[config.mk]
export PLATFORM = sky130hd
export DESIGN_NAME = mem_port_arbiter
export DESIGN_NICKNAME = d
export VERILOG_FILES = /design/src/rtl/mem_arb_pkg.sv /design/src/rtl/arb_timeout_cnt.sv /design/src/rtl/mem_port_arbiter.sv
export SDC_FILE = /design/constraint.sdc
export NUM_CORES = 1
export LEC_CHECK = 0
export ABC_AREA = 1
export ABC_CLOCK_PERIOD_IN_PS = 1600
export BUFFER_PORTS_ARGS = -buffer_cell sky130_fd_sc_hd__buf_2
export CAP_MARGIN = 10
export CORE_UTILIZATION = 44
export DETAILED_ROUTE_END_ITERATION = 7
export HOLD_SLACK_MARGIN = 0.15
export PLACE_DENSITY = 0.82
export SYNTH_ARGS = -nofsm -noshare
export SYNTH_HDL_FRONTEND = slang
export SYNTH_SLANG_ARGS = --single-unit
[constraint.sdc]
create_clock -name clk -period 1.6 [get_ports clk]
set_clock_uncertainty 0.15 [all_clocks]
set_input_delay 0.16 -clock clk [delete_from_list [all_inputs] [get_ports clk]]
set_output_delay 0.16 -clock clk [all_outputs]
set_load 0.005 [all_outputs]
[src/rtl/mem_arb_pkg.sv]
// mem_arb_pkg
// Shared types and constants for the instruction/data memory port arbiter.
// Contents:
//   arb_state_t  arbiter FSM states
//   NOP_INSTR    instruction returned to the fetch side when a transfer is aborted
//   BE_FULL      byte-enable value used for fetches and loads
package mem_arb_pkg;

   typedef enum logic [1:0] {
      IDLE   = 2'd0,
      I_XFER = 2'd1,
      D_XFER = 2'd2
   } arb_state_t;

   localparam logic [31:0] NOP_INSTR = 32'h0000_0013;
   localparam logic [3:0]  BE_FULL   = 4'hF;

endpackage

[src/rtl/arb_timeout_cnt.sv]
// arb_timeout_cnt
// Watchdog down-counter.
// load_i reloads LOAD_VAL. en_i decrements the count, which saturates at zero.
// tc_o is high while the count is zero.
// Ports:
//   clk     clock, rising edge
//   n_rst   asynchronous active-low reset (count -> 0)
//   load_i  reload LOAD_VAL (has priority over en_i)
//   en_i    decrement enable
//   tc_o    terminal count (count == 0)
module arb_timeout_cnt #(
   parameter int unsigned LOAD_VAL = 64
) (
   input  logic clk,
   input  logic n_rst,
   input  logic load_i,
   input  logic en_i,
   output logic tc_o
);

   localparam int unsigned W = (LOAD_VAL < 1) ? 1 : $clog2(LOAD_VAL + 1);

   logic [W-1:0] cnt_q;

   always_ff @(posedge clk or negedge n_rst) begin
      if (!n_rst) begin
         cnt_q <= '0;
      end else if (load_i) begin
         cnt_q <= W'(LOAD_VAL);
      end else if (en_i && (cnt_q != '0)) begin
         cnt_q <= cnt_q - W'(1);
      end
   end

   assign tc_o = (cnt_q == '0);

endmodule

[src/rtl/mem_port_arbiter.sv]
// mem_port_arbiter
// Shares one single-port memory bus between instruction fetch (i_*) and the
// load/store unit (d_*). One transfer is granted at a time. The request
// fields are latched at grant time and held on m_* until m_ready, or until
// the watchdog aborts the transfer. Data wins ties because it belongs to
// the older instruction.
//
// Optional build macro ARB_STARVE_GUARD_EN:
//   After MAX_D_STREAK consecutive data grants made while a fetch is
//   waiting, the next grant goes to the fetch.
//   Without the macro, data has strict priority.
//
// Ports:
//   clk, n_rst                 clock / async active-low reset
//   i_req, i_addr              fetch request (level) and address
//   i_ack, i_rdata             fetch done pulse, fetched word
//   d_req, d_we, d_addr,
//   d_wdata, d_be              load/store request and fields
//   d_ack, d_rdata             data done pulse, load data
//   m_req, m_we, m_addr,
//   m_wdata, m_be              memory bus request side (registered)
//   m_rdata, m_ready           memory bus response
//   stall                      a request is pending and not yet acked
//   err                        pulses with the ack of an aborted transfer
//
// state  | meaning
// IDLE   | bus free; arbitrate; also the mandatory gap after each completion
// I_XFER | fetch transfer on the bus, waiting for m_ready or the watchdog
// D_XFER | load/store transfer on the bus, waiting for m_ready or the watchdog
module mem_port_arbiter
   import mem_arb_pkg::*;
#(
   parameter int unsigned TIMEOUT_CYC  = 64,
   parameter int unsigned MAX_D_STREAK = 4
) (
   input  logic        clk,
   input  logic        n_rst,
   input  logic        i_req,
   input  logic [31:0] i_addr,
   output logic        i_ack,
   output logic [31:0] i_rdata,
   input  logic        d_req,
   input  logic        d_we,
   input  logic [31:0] d_addr,
   input  logic [31:0] d_wdata,
   input  logic [3:0]  d_be,
   output logic        d_ack,
   output logic [31:0] d_rdata,
   output logic        m_req,
   output logic        m_we,
   output logic [31:0] m_addr,
   output logic [31:0] m_wdata,
   output logic [3:0]  m_be,
   input  logic [31:0] m_rdata,
   input  logic        m_ready,
   output logic        stall,
   output logic        err
);

   localparam bit WD_ON = (TIMEOUT_CYC != 0);

   if (MAX_D_STREAK < 1) begin : g_bad_streak
      $error("MAX_D_STREAK must be at least 1");
   end

   arb_state_t  state_q;
   logic        m_req_q;
   logic        m_we_q;
   logic [31:0] m_addr_q;
   logic [31:0] m_wdata_q;
   logic [3:0]  m_be_q;
   logic [31:0] i_rdata_q;
   logic [31:0] d_rdata_q;

   logic        in_xfer;
   logic        starve;
   logic        grant_d;
   logic        grant_i;
   logic        wd_tc;
   logic        timeout;
   logic        done;
   logic [31:0] xfer_rdata;

`ifdef ARB_STARVE_GUARD_EN
   localparam int unsigned SW = $clog2(MAX_D_STREAK + 1);

   logic [SW-1:0] streak_q;

   // Streak only grows while a fetch is actually waiting, so it can never
   // pass MAX_D_STREAK: at that value a waiting fetch wins the next grant.
   always_ff @(posedge clk or negedge n_rst) begin
      if (!n_rst) begin
         streak_q <= '0;
      end else if (grant_i) begin
         streak_q <= '0;
      end else if (grant_d && i_req) begin
         streak_q <= streak_q + SW'(1);
      end
   end

   assign starve = i_req & (streak_q == SW'(MAX_D_STREAK));
`else
   assign starve = 1'b0;
`endif

   assign in_xfer = (state_q != IDLE);
   assign grant_d = (state_q == IDLE) & d_req & ~starve;
   assign grant_i = (state_q == IDLE) & i_req & ~grant_d;

   // Loaded at grant, counts down on each transfer cycle without m_ready.
   // The abort fires in the transfer cycle after TIMEOUT_CYC such cycles.
   arb_timeout_cnt #(
      .LOAD_VAL (TIMEOUT_CYC)
   ) u_wd (
      .clk    (clk),
      .n_rst  (n_rst),
      .load_i (grant_i | grant_d),
      .en_i   (in_xfer & ~m_ready),
      .tc_o   (wd_tc)
   );

   // A late m_ready in the abort cycle still counts as a normal completion.
   assign timeout    = WD_ON & in_xfer & wd_tc & ~m_ready;
   assign done       = in_xfer & (m_ready | timeout);
   assign xfer_rdata = m_ready ? m_rdata : NOP_INSTR;

   assign i_ack   = done & (state_q == I_XFER);
   assign d_ack   = done & (state_q == D_XFER);
   assign err     = timeout;
   assign i_rdata = i_ack ? xfer_rdata : i_rdata_q;
   assign d_rdata = d_ack ? xfer_rdata : d_rdata_q;
   assign stall   = (i_req & ~i_ack) | (d_req & ~d_ack);

   assign m_req   = m_req_q;
   assign m_we    = m_we_q;
   assign m_addr  = m_addr_q;
   assign m_wdata = m_wdata_q;
   assign m_be    = m_be_q;

   always_ff @(posedge clk or negedge n_rst) begin
      if (!n_rst) begin
         state_q   <= IDLE;
         m_req_q   <= 1'b0;
         m_we_q    <= 1'b0;
         m_addr_q  <= '0;
         m_wdata_q <= '0;
         m_be_q    <= '0;
         i_rdata_q <= '0;
         d_rdata_q <= '0;
      end else begin
         case (state_q)
            IDLE: begin
               if (grant_d) begin
                  state_q   <= D_XFER;
                  m_req_q   <= 1'b1;
                  m_we_q    <= d_we;
                  m_addr_q  <= d_addr;
                  m_wdata_q <= d_wdata;
                  m_be_q    <= d_we ? d_be : BE_FULL;
               end else if (grant_i) begin
                  state_q  <= I_XFER;
                  m_req_q  <= 1'b1;
                  m_we_q   <= 1'b0;
                  m_addr_q <= i_addr;
                  m_be_q   <= BE_FULL;
               end
            end
            I_XFER: begin
               if (done) begin
                  state_q   <= IDLE;
                  m_req_q   <= 1'b0;
                  m_we_q    <= 1'b0;
                  i_rdata_q <= xfer_rdata;
               end
            end
            D_XFER: begin
               if (done) begin
                  state_q   <= IDLE;
                  m_req_q   <= 1'b0;
                  m_we_q    <= 1'b0;
                  d_rdata_q <= xfer_rdata;
               end
            end
            default: begin
               state_q <= IDLE;
               m_req_q <= 1'b0;
               m_we_q  <= 1'b0;
            end
         endcase
      end
   end

endmodule

After elaboration in Yosys (flattened, before gate mapping)
Cells that the tools add are included.
- register bits: 143
- bits of input ports: 138
- output and inout bits: 138
- word-level logic and storage cells: 66
- add/subtract/negate cells: 1
- equality and inequality tests: 4
- muxes and demuxes: 21
- bitwise gates (word level): 18
- reductions and logical operators: 13
- operator list (kind ; number):
    32-bit 2-to-1 mux ; 5
    7-bit 2-to-1 mux ; 2
    4-bit 2-to-1 mux ; 3
    1-bit bitwise AND ; 11
    2-bit AND reduction ; 5
    7-bit zero test ; 1
    7-bit nonzero test ; 1
    7-bit by 1-bit subtractor with 7-bit output, second input constant ; 1
    2-bit 2-to-1 mux ; 3
    2-bit nonzero test ; 3
    1-bit 2-to-1 mux ; 5
    1-bit NOT ; 4
    1-bit case mux with 2 select lines ; 2
    2-bit case mux with 2 select lines ; 1
    3-bit != test, second input constant ; 1
    1-bit bitwise OR ; 3
    2-bit by 1-bit == test with 1-bit output, second input constant ; 1
    2-bit == test, second input constant ; 1
    2-bit zero test ; 1
    2-bit by 1-bit != test with 1-bit output, second input constant ; 1
    2-bit OR reduction ; 1
    1-bit logical AND ; 1

Longest topological paths before layout
- depth in word-level cells: 9
- gate-level depth with buffers: 10
- depth with buffers taken out: 10

Modules after synthesis
A second synthesis with hierarchy kept.
- cell total of the unflattened synthesis: 745
- area, all modules: 6422.4 um^2
- by module, submodules not included (module ; instances ; cells each ; area each (um^2) ; sequential area each (um^2)):
    mem_port_arbiter ; 1 ; 691 ; 5993.2 ; 3403.3
    arb_timeout_cnt ; 1 ; 54 ; 429.2 ; 175.2

Worst setup path before layout
Ideal clock, no wire load.
- kind: reg-to-output
- from: register u_wd.cnt_q[0]
- to: output port i_rdata[10]
- data arrival time: 1452 ps
- data required time: 1290 ps
- setup slack: -162 ps
- cell stages (with the launch flop): 11
- path buffers: 1
- cell sequence: dfrtp_1 inv_1 ha_1 inv_2 nor2_4 nand3_4 nand2_8 nand3_4 buf_12 nand2_2 nand2_1
- word-level cells in the longest chain between the ends: 7
- RTL lines (item ; RTL line ; text):
    start, declared ; arb_timeout_cnt.sv:23 ; logic [W-1:0] cnt_q;
    start signal, assigned ; arb_timeout_cnt.sv:29 ; cnt_q <= W'(LOAD_VAL);
    start signal, assigned ; arb_timeout_cnt.sv:31 ; cnt_q <= cnt_q - W'(1);
    7-bit zero test ; arb_timeout_cnt.sv:35 ; assign tc_o = (cnt_q == '0);
    1-bit bitwise AND (2 in a row) ; mem_port_arbiter.sv:123 ; assign timeout = WD_ON & in_xfer & wd_tc & ~m_ready;
    1-bit bitwise OR ; mem_port_arbiter.sv:124 ; assign done = in_xfer & (m_ready | timeout);
    1-bit bitwise AND ; mem_port_arbiter.sv:124 ;
    1-bit bitwise AND ; mem_port_arbiter.sv:127 ; assign i_ack = done & (state_q == I_XFER);
    32-bit 2-to-1 mux ; mem_port_arbiter.sv:130 ; assign i_rdata = i_ack ? xfer_rdata : i_rdata_q;
    end, declared ; mem_port_arbiter.sv:41 ; output logic [31:0] i_rdata,
Every way passes these cells.

Worst setup path after layout
- from: register u_wd.cnt_q[0]
- to: output port i_rdata[22]
The elaborated chain is that of the path after synthesis.

==> run summary <==
The run finished, with violations left. The final reports fail on negative setup slack. The worst hold path belongs to the class input pin to flip-flop. Global routing finished with a remaining overflow of 0. The kind of critical path was flip-flop to output pin.

Number of clock sinks seen by CTS: 143. When the netlist entered floorplanning its net count stood at 916. After detailed placement, the total cell area comes to 9050 um2. Setup violations remaining at the end of the flow were counted as 181. The worst path in the final design needs a cycle of 2.51 ns, including I/O delays and setup.

The worst pin sits at a relative slew slack of 6.87%. For the worst setup path, the data required time is 1.29 ns. Entering global routing, the biggest net connects 61 pins. The number of antenna violations at the first check in global routing is 2. After clock tree synthesis, the clock-pin slew on the worst setup and hold paths is 0.06 ns. By area the synthesized netlist is led by dfrtp_1, nand2_1, nand4_1. Count of hold-fix buffers inserted at cts: 132. Overall die height: 124 um.

The routed wire length was 35500 um; the maximum net fanout on the critical path was 18. The instance count along the most critical hold path is 4, and the number of buffers added by the clock tree synthesis step is 17. From left edge to right edge, the die measures 124 um. Summed over its instances, the top area cell type makes up 54.7% of the synthesized netlist area. The number of routed nets with antenna violations was 0; the synthesized area divided by synthesized cell count was 8.45 um2. In this run the clock root is driven by a clkbuf_16. The routed length per instance works out to 23.4 um.

The final-report max-slew violation count was 0. In the final layout, the share of cells above drive strength 1 is 50.1%. Of all cell types, the one taking the most synthesized area is dfrtp_1.

The logic depth of the worst register-to-register path was 16. For the number of global-route vias before repair, the log shows 8229. The sequential element share of the synthesized area is 54.7%, and the overall routing resource usage is 36.4%. The final RePlAce weighted congestion is 0.806. Area growth from synthesis to final layout: 92.3%. The setup total negative slack is -76.97 ns, and the floorplan die area is 15400 um2.

The clock tree synthesis step divided the H-tree into 4 levels. For this run, the detailed router's first-pass iteration total came to 6. In the routed layout, each cell is associated on average with a via count of 6.03.

The synthesized design contains 143 register bits. 276 I/O pins were placed. The post-route cell area is 12600 um2, and the slew at the pin closest to its max-slew limit is 1.40 ns. Row generation in the floorplan step produced 44 rows.

The filler cell count in the final layout is 585, and the placed instance count is 1300. TritonCTS built the clock tree. Setup repair after global routing could not meet its margin everywhere. In the synthesized netlist, the number of instances is 774.

For this run, the post-layout net count is 1460. The total of buffers placed on input and output ports works out to 275. Summing every instance area after synthesis gives 6540 um2. For the maximum number of buffers from clock root to sink, the log shows 2. Summing over every cut layer, the via total after detailed routing is 9144. VDD sags by at most 0.00128 V. The tool flagged a number of max-cap violations equal to 0.

The run gives 45.0% as the initial standard-cell utilization of the core. After detailed routing, the number of remaining DRC violations is 0. The startpoint class of the critical path is a flip-flop. The number of warnings printed during yosys synthesis was 0; the overall power was 24.4 mW. For the worst-skew pair, the clock arrives at the later sink with an insertion delay of 0.43 ns. The final clock period utilization by the worst path works out to 157%. Dividing total power by cell area gives a power density of 1940 nW/um2. Excluding fillers, the count of instances in the completed layout stands at 1517. For the leakage power of the design, the log shows 6.64 nW. The first routing iteration left 1172 violations. Prior to clock tree synthesis, the placed netlist has a worst setup slack of -0.249 ns. The endpoint type of the worst setup path was an output pin. Least setup slack across all paths after layout: -0.905 ns. Static timing analysis puts the maximum clock frequency at 0.399 GHz.

STA puts the critical path data arrival time at 2.20 ns. The final hold violation count was 0; the placeable core region was 14500 um2. The first global-routing pass estimated 41800 um of wire. The netlist uses 28 different library cells.

Detailed placement ended at an HPWL of 14500 um.
-- cells in the mapped netlist, drive strengths merged --
library cell and instances:
dfrtp 143, nand3 20, ha 4, or2 3, nand4 64, a31oi 1
buf 26, inv 23, nor2 38, clkbuf 23, nand3b 2, nand2 354
xor2 1, o21ai 67, nor3 1, o22ai 4
-- stage by stage --
step                      hold slack (ns)  util, %
after floorplan                    -0.286        -
after CTS                         -0.0225     78.9
final                              0.0397     86.6
after global placement            -0.0240     62.2
after global routing               0.0826     86.5
after detailed placement          -0.0202     62.2
-- cells in the final DEF, fill, tap and decap left out, types with 2 or more instances in the layout --
cell type      count
buf_12            22
buf_2            252
buf_4             92
buf_6             61
buf_8              3
clkbuf_16         26
clkinvlp_4         2
dfrtp_1          143
diode_2            2
dlygate4sd3_1    132
ha_4               3
inv_1             12
inv_2              7
inv_6              7
inv_8              6
nand2_1          214
nand2_2           94
nand2_4           41
nand2_8            5
nand3_1           13
nand3_2            4
nand3_4            3
nand3b_1           2
nand4_1           64
nor2_1            35
nor2_4             2
o21ai_0           16
o21ai_1           30
o21ai_2           20
o22ai_4            2
or2_2              3
-- final timing paths --
check	startpoint	to	slack [ns]
worst max-delay path	u_wd.cnt_q[0]	i_rdata[22]	-0.91
worst min-delay path	m_rdata[4]	i_rdata_q[4]	0.04
worst max register to register	u_wd.cnt_q[0]	d_rdata_q[30]	-0.67
worst min register to register	i_rdata_q[0]	i_rdata_q[0]	0.32
max in group asynchronous	n_rst	i_rdata_q[20]	0.06
min in group asynchronous	n_rst	d_rdata_q[9]	0.63
-- registers in the layout (all words and copies together), names as in the netlist --
signal / flops
m_we: 1
u_wd.cnt_q: 7
m_addr: 32
d_rdata_q: 32
i_rdata_q: 32
m_wdata: 32
m_be: 4
state_q: 2
m_req: 1
-- what timing repair did --
action,4_1_cts,5_1_grt
setup endpoints to repair,175,216
hold endpoints to repair,276,3
buffers inserted,19,29
cloned,3,14
pin swaps,5,34
resized for setup,88,206
-- critical path: stages (launching register included) --
cell and delay [ns]:
dfrtp_1 0.41, inv_2 0.10, ha_4 0.14, inv_2 0.04, nor2_4 0.10, nand3_4 0.10
nand2_8 0.09, buf_12 0.10, nand3_4 0.10, buf_12 0.20, nand2_2 0.10, nand2_1 0.11
buf_2 0.15
-- report_power, final --
| part | switching, mW | internal (mW) |
|---|---|---|
| sequential | 1.31 | 5.26 |
| combinational | 7.14 | 6.52 |
| clock | 1.89 | 2.23 |
-- per-layer routing --
metal | share of wire (%) | up-vias | global-route usage (%)
met5 | 0 | - | 0
met4 | 9.0 | 0 | 25.0
met3 | 12 | 332 | 12.3
met2 | 47 | 927 | 60.9
met1 | 32 | 4255 | 38.9
li1 | - | 3630 | -
-- cell type report --
| class | count | area [um2] | share of cell area, % |
|---|---|---|---|
| Timing Repair Buffer | 574 | 4740 | 37.7 |
| Inverter | 23 | 124 | 0.985 |
| Clock inverter | 15 | 163 | 1.29 |
| Tap cell | 184 | 230 | 1.83 |
| Clock buffer | 17 | 425 | 3.38 |
| Sequential cell | 143 | 3580 | 28.4 |
| Multi-Input combinational cell | 559 | 3310 | 26.3 |
| Antenna cell | 2 | 5.00 | 0.0398 |
-- cell families after synthesis --
group	Yosys count	share of synthesized area (%)
xor+xnor	1	0.134
fa+ha+maj	4	0.765
simple gates	482	33.4
buf+inv	72	5.39
compound gates	72	5.60
flops	143	54.7
Power figures use the tool's default switching activity.
